### config.mk
export PLATFORM = sky130hd
export DESIGN_NAME = gray_dsr_mon
export DESIGN_NICKNAME = d
export VERILOG_FILES = /design/src/rtl/gray_dsr_pkg.sv /design/src/rtl/gray_dsr_succ.sv /design/src/rtl/gray_dsr_mon.sv
export SDC_FILE = /design/constraint.sdc
export NUM_CORES = 1
export LEC_CHECK = 0
export CELL_PAD_IN_SITES_DETAIL_PLACEMENT = 1
export CELL_PAD_IN_SITES_GLOBAL_PLACEMENT = 2
export CORE_AREA = 4 4 80 82
export DETAILED_ROUTE_END_ITERATION = 12
export DIE_AREA = 0 0 84 86
export GPL_ROUTABILITY_DRIVEN = 0
export GPL_TIMING_DRIVEN = 0
export PLACE_DENSITY = 0.8
export SLEW_MARGIN = 30
export SYNTH_ARGS = -nofsm -noshare
export SYNTH_HDL_FRONTEND = slang
export SYNTH_SLANG_ARGS = --single-unit
### constraint.sdc
create_clock -name clk -period 11.5 [get_ports clk]
set_input_delay 2.3 -clock clk [delete_from_list [all_inputs] [get_ports clk]]
set_output_delay 2.3 -clock clk [all_outputs]
set_load 0.03 [all_outputs]
### src/rtl/gray_dsr_pkg.sv
// Shared definitions for the 16-state Gray-coded source FSM: state codes, output map, obs match.
// Pure functions only; no latency or flow control.
package gray_dsr_pkg;

    localparam int N_STATES = 16;

    // State Sk is encoded as the reflected Gray code of k.
    function automatic logic [3:0] state_code(input logic [3:0] idx);
        return idx ^ (idx >> 1);
    endfunction

    function automatic logic [7:0] state_obs(input logic [3:0] idx);
        if (idx == 4'd0 || idx == 4'd15)
            return 8'h01;
        else if (idx <= 4'd7)
            return 8'h01 << idx;
        else
            return 8'h01 << (idx - 4'd7);
    endfunction

    // Set of Gray codes whose output equals obs; every state output is one-hot,
    // so zero or multi-hot observations never match anything.
    function automatic logic [15:0] match(input logic [7:0] obs);
        logic [15:0] m;
        m = '0;
        for (int k = 0; k < N_STATES; k++) begin
            if (obs == state_obs(4'(k)))
                m[state_code(4'(k))] = 1'b1;
        end
        return m;
    endfunction

endpackage

### src/rtl/gray_dsr_succ.sv
// Successor set of the source FSM: maps a Gray-indexed candidate set through one transition under cmd.
// Combinational; no flow control.
module gray_dsr_succ
    import gray_dsr_pkg::*;
(
    input  logic [15:0] set_in,
    input  logic [3:0]  cmd,
    output logic [15:0] set_out
);

    function automatic logic [3:0] next_idx(input logic [3:0] idx, input logic [3:0] c);
        case (idx)
            4'd0:    return c[0] ? 4'd1 : 4'd8;
            4'd1:    return (c[1:0] == 2'b11) ? 4'd2 : 4'd0;
            4'd2:    return 4'd3;
            4'd3:    return c[2] ? 4'd4 : 4'd1;
            4'd4:    return c[3] ? 4'd5 : 4'd12;
            4'd5:    return 4'd6;
            4'd6:    return (c != 4'd0) ? 4'd7 : 4'd4;
            4'd7:    return 4'd0;
            4'd8:    return (c[3:2] == 2'b01) ? 4'd9 : 4'd15;
            4'd9:    return 4'd10;
            4'd10:   return c[1] ? 4'd11 : 4'd9;
            4'd11:   return 4'd12;
            4'd12:   return (c[0] ^ c[1]) ? 4'd13 : 4'd14;
            4'd13:   return 4'd0;
            4'd14:   return 4'd15;
            default: return 4'd0;
        endcase
    endfunction

    always_comb begin
        set_out = '0;
        for (int k = 0; k < N_STATES; k++) begin
            if (set_in[state_code(4'(k))])
                set_out[state_code(next_idx(4'(k), cmd))] = 1'b1;
        end
    end

endmodule

### src/rtl/gray_dsr_mon.sv
// Passive monitor tracking the source FSM state from its one-hot output; flags inconsistent observations.
// Mask updates one cycle after each valid observation, aligned with the source state register; never stalls.
module gray_dsr_mon
    import gray_dsr_pkg::*;
#(
    parameter int ERR_W = 8
) (
    input  logic             clk,
    input  logic             rst_n,
    input  logic             in_valid,
    input  logic [3:0]       cmd,
    input  logic [7:0]       obs,
    output logic             locked,
    output logic [3:0]       state_est,
    output logic             err,
    output logic [ERR_W-1:0] err_cnt
);

    logic [15:0] mask;
    logic [15:0] filt;
    logic [15:0] succ_set;

    assign filt = mask & match(obs);

    gray_dsr_succ u_succ (
        .set_in  (filt),
        .cmd     (cmd),
        .set_out (succ_set)
    );

    always_ff @(posedge clk or negedge rst_n) begin
        if (!rst_n) begin
            mask    <= 16'h0001;
            err     <= 1'b0;
            err_cnt <= '0;
        end else begin
            err <= 1'b0;
            if (in_valid) begin
                if (filt != 16'h0000) begin
                    mask <= succ_set;
                end else begin
                    // No candidate explains obs: forget history and reacquire.
                    mask <= 16'hFFFF;
                    err  <= 1'b1;
                    if (err_cnt != '1)
                        err_cnt <= err_cnt + 1'b1;
                end
            end
        end
    end

    always_comb begin
        locked    = ($countones(mask) == 1);
        state_est = 4'd0;
        if (locked) begin
            for (int k = 0; k < N_STATES; k++) begin
                if (mask[k])
                    state_est = 4'(k);
            end
        end
    end

endmodule

==> results of run 1 <==
synth_stat cells (2+ instances only):
cell | instances | area, µm²
a21oi_1 | 29 | 145.1
a311oi_1 | 3 | 26.28
a31oi_1 | 5 | 31.28
and2_1 | 2 | 12.51
and3_1 | 4 | 25.02
buf_6 | 2 | 22.52
clkbuf_1 | 5 | 18.77
dfrtp_1 | 24 | 600.6
fa_1 | 10 | 200.2
ha_1 | 8 | 100.1
inv_1 | 27 | 101.4
nand2_1 | 5 | 18.77
nand2b_1 | 3 | 18.77
nand3_1 | 5 | 25.02
nand3b_1 | 4 | 30.03
nand4_1 | 5 | 31.28
nor2_1 | 30 | 112.6
nor2b_1 | 3 | 18.77
nor3_1 | 3 | 15.01
nor4_1 | 4 | 25.02
o21ai_0 | 5 | 25.02
o21bai_1 | 2 | 15.01
o22ai_1 | 2 | 12.51
or4_4 | 2 | 22.52
xnor2_1 | 7 | 61.31
registers in the layout, indices dropped and copies added, names as in the netlist:
name,count
err_cnt,8
mask,16
err,1
cell type report:
| class | instances | area, µm² | share of cell area |
|---|---|---|---|
| tap | 75 | 93.84 | 0.04015 |
| clock buffer | 3 | 41.29 | 0.01767 |
| inverter | 27 | 101.3 | 0.04336 |
| timing repair buffer | 27 | 265.3 | 0.1135 |
| clock inverter | 1 | 5.005 | 0.002141 |
| multi-input combinational | 163 | 1157 | 0.4952 |
| buffer | 8 | 46.29 | 0.01981 |
| sequential | 25 | 626.9 | 0.2682 |
metal layers:
metal | GRT usage | vias up | share of wire
met5 | 0 | - | 0
met4 | 0.02632 | 0 | 0.0045
met3 | 0.02978 | 2 | 0.036
met2 | 0.2560 | 32 | 0.43
met1 | 0.2516 | 864 | 0.53
li1 | - | 844 | -
placed cells by master (no fill, tap or decap), types with 4 or more instances in the layout:
cell	n
nor2_1	30
a21oi_1	29
inv_1	27
clkdlybuf4s50_1	26
dfrtp_1	24
fa_1	10
ha_1	8
xnor2_1	7
nand3_1	5
o21ai_0	5
nand2_1	5
clkbuf_1	5
a31oi_1	5
nand4_1	5
nor4_1	4
and3_1	4
nand3b_1	4
worst register-to-register path: cells and delay by family (launching register included):
family	cells	cell delay (ns)
and+or+nand+nor	2	0.55
buffers and inverters	2	0.36
DFF	1	0.48
AOI/OAI and AO/OA	4	0.64
logic make-up after synthesis:
group                      Yosys count  share of synthesized area
AOI/OAI and AO/OA                   58                     0.1827
xor gates and xnor gates             7                    0.03174
adders and majority gates           18                     0.1554
buffers and inverters               35                    0.07642
DFF                                 25                     0.3245
muxes                                1                   0.005829
and+or+nand+nor                     79                     0.2234
power by group:
group          internal (mW)  leakage, nW  switching [mW]  total (mW)
Combinational         0.0541        0.669          0.0649       0.119
Sequential             0.102        0.257          0.0184       0.120
Clock                 0.0243       0.0255          0.0301      0.0544
Total                  0.180        0.952           0.113       0.293
stage by stage:
stage               std cells  power (mW)
finish                    329      0.2934
global route              329      0.3145
CTS                       329      0.2978
detailed placement        325      0.2430
global placement          325      0.2393
floorplan                 223      0.1921
worst max path at each step:
stage | start | cells past startpoint | slack [ns] | endpoint
2_1_floorplan | mask[11] | 13 | 4.87 | state_est[0]
3_3_place_gp | mask[11] | 14 | 4.48 | state_est[0]
3_5_place_dp | mask[11] | 14 | 4.34 | state_est[0]
4_1_cts | mask[11] | 14 | 4.02 | state_est[0]
5_1_grt | mask[7] | 14 | 3.77 | state_est[0]
6_report | mask[11] | 14 | 4.10 | state_est[0]
==> flow_summary.toml, run 1 <==
[floorplan]
die_w_um = 84
core_mm2 = 0.005746
die_h_um = 86
dieArea_mm2 = 0.007224
num_rows = 28
pin_count = 29
initial_core_util = 0.3362

[final_layout]
nets = 288
design_area_mm2 = 0.002337
syn_to_final_growth_pct = 20.98
n_antenna_cell = 0
nFillCells = 719
drive_gt1_frac = 0.05906
final_core_util = 0.4068

[setup_path]
crit_path_start_kind = "flip-flop"
cpMaxStageDelayCell = "clkdlybuf4s50_1"
critPathArrivalTime_ns = 5.10
cpPeakStageDelay_ns = 0.72
cp_top_family = "adder cells"
path_max_fanout = 7
worstSetupPathType = "reg -> out"
critPathBufInv = 5
worstRegToRegCells = 8
worstPathCellList = "fa_1 > inv_1 > fa_1 > inv_1 > fa_1 > inv_1 > fa_1 > inv_1 > ha_1 > fa_1 > nor4b_1 > nand2_1 > a221oi_1 > clkdlybuf4s50_1"
endpoint_kind = "output port"
reg2reg_to = "mask[15]"
crit_path_frequent_cell = "fa_1"
critPathRequiredTime_ns = 9.20
r2r_setup_slack_ns = 9.38
regToRegStartpoint = "mask[12]"

[global_route]
track_usage = 0.1675
grt_pass1_vias = 1830
gr-total-overflow = 0
grt_pass1_wl_um = 9639
antenna_found_initial = 0
grt_max_degree = 26

[place]
dpl.hpwl_um = 4461
place_ws_ns = 4.340
numPortBuffers = 27
placed_cell_area_mm2 = 0.002291

[detailed_routing]
vias = 1742
firstDrtPassIters = 4
wl_per_cell_um = 17.01
drt_iter0_markers = 102
antenna_left = 0
viasPerCell = 5.295
drc = 0
routed_wirelength_um = 5597

[timing]
fin_skew_ns = 0.005497
rsz0062_at_grt = "false"
min_period_ns = 7.403
worstMarginPinSlew_ns = 0.9349
finalMaxSlewViolations = 0
setup_viol = 0
max_clock_freq_ghz = 0.1351
setup_slack_ns = 4.097
maxSlewHeadroom = 0.3710
min_period_over_period = 0.6438
tns_ns = 0
whs_ns = 0.4988
hold_violations = 0

[run]
cap_violations = 0

[clock_tree]
tritoncts = "done"
cts_root_buf = "clkbuf_8"
clock_sinks = 25
htreeDepth = 1
clock_latency_ns = 0.28
numCtsBuffers = 3
cts_max_path_buffers = 2
post-cts-setup-buffers = 0
cts_resized = 0
cts.clk_slew.worst_paths_ns = 0.09
cts_hold_buf = 0

[worst_hold_path]
holdPathStages = 1
hp-start = "err_cnt[5]"
hold_class = "reg -> reg"
min_to = "err_cnt[5]"

[synth]
syn_avg_cell_area_um2 = 8.663
synth_cell_types = 49
syn_nets = 256
ys_seq_area_frac = 0.3245
ys_ff_latch = 25
syn_inst = 223
async_reset_ff_frac = 1.000
ys.warnings.count = 0
netlist_area_mm2 = 0.001932
synth_ff_type = "dfrtp_1"
synth_edf_count = 0

[power]
powerDensity_mw_per_mm2 = 125.5
p_leak_nw = 0.9517
ir_drop_mv = 0.1076

[run_status]
status = "finished clean"
No activity file was read; power rests on OpenSTA's default activity.
==> run 2: changes to the inputs <==
CORE_AREA = 4 4 82 84   (was 4 4 80 82)
DIE_AREA = 0 0 86 88   (was 0 0 84 86)
PLACE_DENSITY = 0.77   (was 0.8)
clock period = 7.55 ns   (was 11.5 ns; I/O delays follow)
==> flow_summary.toml, run 2 (same netlist as run 1, synthesis figures left out) <==
[final_layout]
syn_to_final_growth_pct = 21.11
multiInputGateArea_mm2 = 0.001157
design_area_mm2 = 0.002340
stdcell_count = 329
final_common_cell = "nor2_1"
drive_gt1_frac = 0.05906
mostFrequentLayoutCells = "nor2_1 (30), a21oi_1 (29), inv_1 (27), clkdlybuf4s50_1 (26), dfrtp_1 (24)"
largest_reg_flops = 16
top_register = "mask"
nets = 288
nFillCells = 724
reg_top3 = "mask (16), err_cnt (8), err (1)"
regArea_um2 = 626.9
final_core_util = 0.3952
n_antenna_cell = 0

[global_route]
track_usage = 0.1559
grt_max_degree = 26
gr-total-overflow = 0
antenna_found_initial = 0
grt_pass1_vias = 1780
grt_pass1_wl_um = 9211

[timing]
fin_skew_ns = 0.006041
finalMaxSlewViolations = 0
max_clock_freq_ghz = 0.1513
setup_slack_ns = 0.9426
whs_ns = 0.5093
worstMarginPinSlew_ns = 0.6720
tns_ns = 0
maxSlewHeadroom = 0.5478
setup_viol = 0
rsz0062_at_grt = "false"
hold_violations = 0
min_period_over_period = 0.8752
min_period_ns = 6.607

[setup_path]
endpoint_kind = "output port"
worstRegToRegCells = 8
critPathBufInv = 5
regToRegStartpoint = "mask[12]"
crit_path_start_kind = "flip-flop"
path_max_fanout = 7
reg2reg_to = "mask[15]"
endpoint = "state_est[0]"
critPathRequiredTime_ns = 6.04
cpPeakStageDelay_ns = 0.72
worstPathCellList = "fa_1 > inv_1 > fa_1 > inv_1 > fa_1 > inv_1 > fa_1 > inv_1 > ha_1 > fa_1 > nor4b_1 > nand2_1 > a221oi_1 > clkdlybuf4s50_1"
r2r_setup_slack_ns = 5.39
cpMaxStageDelayCell = "clkdlybuf4s50_1"
critPathArrivalTime_ns = 5.10
cp.depth = 14
worstSetupPathType = "reg -> out"
cp_top_family = "adder cells"
crit_start = "mask[13]"
crit_path_frequent_cell = "fa_1"

[detailed_routing]
viasPerCell = 5.164
vias = 1699
routed_wirelength_um = 5570
firstDrtPassIters = 4
antenna_left = 0
wl_per_cell_um = 16.93
drc = 0
drt_iter0_markers = 63

[place]
dp_cells = 325
dpl.hpwl_um = 4415
placed_cell_area_mm2 = 0.002291
numPortBuffers = 27
place_ws_ns = 1.199

[clock_tree]
cts_max_path_buffers = 2
clock_latency_ns = 0.27
htreeDepth = 1
cts_resized = 0
cts_root_buf = "clkbuf_8"
post-cts-setup-buffers = 0
cts_hold_buf = 0
numCtsBuffers = 3
cts.clk_slew.worst_paths_ns = 0.10
tritoncts = "done"
clock_sinks = 25

[floorplan]
initial_core_util = 0.3263
pin_count = 29
num_rows = 28
core_mm2 = 0.005921
die_w_um = 86
dieArea_mm2 = 0.007568
die_h_um = 88

[worst_hold_path]
hold_class = "reg -> reg"

[run_status]
status = "finished clean"

[power]
powerDensity_mw_per_mm2 = 191.9
p_leak_nw = 0.9480
fin_total_pwr_mw = 0.4489
ir_drop_mv = 0.1358

[run]
cap_violations = 0
==> run 2: cell types whose count changed in the layout (fill, tap and decap cells not counted) <==
cell,previous run,this run
clkinv_2,1,0
clkinvlp_4,0,1
==> run 2: cell type report <==
class	instances	area share
clock inverters	1	0.003209
flip-flops and latches	25	0.2679
clock buffers	3	0.01765
well taps	75	0.04011
plain buffers	8	0.01979
multi-input cells	163	0.4947
repair buffers	27	0.1134
inverters	27	0.04332
==> run 2: worst reg2reg max path: cells and delay by family, from the launching register on <==
family                 cells  cell delay [ns]
AOI/OAI and AO/OA          4             0.64
buffers and inverters      2             0.37
DFF                        1             0.48
and+or+nand+nor            2             0.59
==> run 2: worst min path at each step <==
stage	to	cells past startpoint	slack [ns]	start
final	err_cnt[5]	1	0.51	err_cnt[5]
after global placement	err_cnt[5]	1	0.49	err_cnt[5]
after global routing	err_cnt[5]	1	0.54	err_cnt[5]
after floorplan	mask[0]	2	0.50	mask[0]
after detailed placement	err_cnt[5]	1	0.50	err_cnt[5]
after CTS	err_cnt[5]	1	0.51	err_cnt[5]
==> run 2: routing by layer <==
layer  global-route usage  wire length [µm]
met2               0.2621              2549
met4              0.03022                29
met3              0.02164               169
met5                    0                 0
met1               0.2153              2821
==> run 2: power breakdown <==
part / leakage, nW / switching (mW) / internal (mW)
Combinational: 0.669 / 0.100 / 0.0830
Clock: 0.0217 / 0.0467 / 0.0375
Sequential: 0.257 / 0.0267 / 0.155
==> run 3: changes to the inputs <==
CORE_AREA = 4 4 90 92   (was 4 4 82 84)
CTS_CLUSTER_SIZE = 24   (was unset)
DIE_AREA = 0 0 94 96   (was 0 0 86 88)
PLACE_DENSITY = 0.65   (was 0.77)
==> flow_summary.toml, run 3 (same netlist as run 1, synthesis figures left out) <==
[setup_path]
endpoint_kind = "output port"
crit_path_start_kind = "flip-flop"
critPathRequiredTime_ns = 6.04
path_max_fanout = 6
worstSetupPathType = "reg -> out"
critPathArrivalTime_ns = 5.03

[final_layout]
regArea_um2 = 626.9
n_antenna_cell = 0
top_register = "mask"
stdcell_count = 353
mostFrequentLayoutCells = "nor2_1 (30), a21oi_1 (29), inv_1 (27), clkdlybuf4s50_1 (26), dfrtp_1 (24)"
nets = 288
drive_gt1_frac = 0.05512
reg_top3 = "mask (16), err_cnt (8), err (1)"
multiInputGateArea_mm2 = 0.001157
final_common_cell = "nor2_1"
largest_reg_flops = 16
nFillCells = 877
syn_to_final_growth_pct = 22.47

[global_route]
grt_max_degree = 26
antenna_found_initial = 0
grt_pass1_wl_um = 9963
track_usage = 0.1428
grt_pass1_vias = 1861
gr-total-overflow = 0

[clock_tree]
post-cts-setup-buffers = 0
cts_root_buf = "clkbuf_8"
cts.clk_slew.worst_paths_ns = 0.09
cts_resized = 0
numCtsBuffers = 3
tritoncts = "done"
cts_hold_buf = 0
clock_latency_ns = 0.27
htreeDepth = 1
clock_sinks = 25
cts_max_path_buffers = 2

[place]
numPortBuffers = 27
dpl.hpwl_um = 4707
dp_cells = 349

[run]
cap_violations = 0

[floorplan]
initial_core_util = 0.2678
num_rows = 31
die_h_um = 96
core_mm2 = 0.007214
pin_count = 29
dieArea_mm2 = 0.009024
die_w_um = 94

[timing]
min_period_over_period = 0.8660
max_clock_freq_ghz = 0.1530
rsz0062_at_grt = "false"
fin_skew_ns = 0.009621
min_period_ns = 6.538
worstMarginPinSlew_ns = 0.9332
finalMaxSlewViolations = 0
hold_violations = 0
setup_viol = 0
tns_ns = 0
maxSlewHeadroom = 0.3722

[detailed_routing]
routed_wirelength_um = 5985
wl_per_cell_um = 16.95
firstDrtPassIters = 4
viasPerCell = 4.989
drt_iter0_markers = 71
vias = 1761
antenna_left = 0
drc = 0

[power]
p_leak_nw = 0.9490
powerDensity_mw_per_mm2 = 187.8
ir_drop_mv = 0.1166

[worst_hold_path]
hold_class = "reg -> reg"

[run_status]
status = "finished clean"
run 3: worst paths after layout:
| path | from | slack, ns | to | cells after the start |
|---|---|---|---|---|
| worst max-delay path | mask[7] | 1.01 | state_est[0] | 14 |
| worst min-delay path | err_cnt[5] | 0.50 | err_cnt[5] | 1 |
| worst max register to register | mask[9] | 5.39 | mask[13] | 8 |
| worst min register to register | err_cnt[5] | 0.50 | err_cnt[5] | 1 |
| max in group asynchronous | rst_n | 5.92 | err_cnt[7] | 1 |
| min in group asynchronous | rst_n | 1.23 | mask[2] | 1 |
run 3: where the power goes:
| group | internal, mW | switching (mW) |
|---|---|---|
| logic | 0.0815 | 0.0985 |
| clock network | 0.0378 | 0.0436 |
| registers | 0.155 | 0.0281 |
run 3: worst max-delay path, cell delays in order, from the launching register on:
cell and delay (ns):
dfrtp_1 0.48, inv_1 0.11, fa_1 0.51, inv_1 0.05
fa_1 0.45, fa_1 0.52, inv_1 0.05, fa_1 0.47
inv_1 0.04, ha_1 0.20, fa_1 0.44, nor4b_1 0.28
nand2_1 0.19, a221oi_1 0.24, clkdlybuf4s50_1 0.72
run 3: final cells by class:
type                    instances  area share
well taps                      99     0.05235
multi-input cells             163      0.4892
repair buffers                 27      0.1121
inverters                      27     0.04283
plain buffers                   8     0.01957
flip-flops and latches         25      0.2649
clock buffers                   4     0.01904
run 3: metal layers:
metal  track usage  part of all wire  vias to the layer above
li1              -                 -                      845
met1        0.2074              0.50                      878
met2        0.2259              0.45                       33
met3       0.02346             0.043                        5
met4       0.02527            0.0099                        0
met5             0                 0                        -
run 3: per-stage QoR:
stage | setup WS, ns | total power [mW] | hold slack, ns | util | cell area (µm²)
global placement | 1.311 | 0.3674 | 0.4789 | 0.3224 | 2326
floorplan | 1.705 | 0.2926 | 0.5023 | - | 1932
detailed placement | 1.277 | 0.3681 | 0.4831 | 0.3217 | 2321
finish | 1.012 | 0.4442 | 0.4994 | 0.3280 | 2366
global route | 0.7307 | 0.4779 | 0.5234 | 0.3280 | 2366
CTS | 0.9572 | 0.4534 | 0.5005 | 0.3280 | 2366
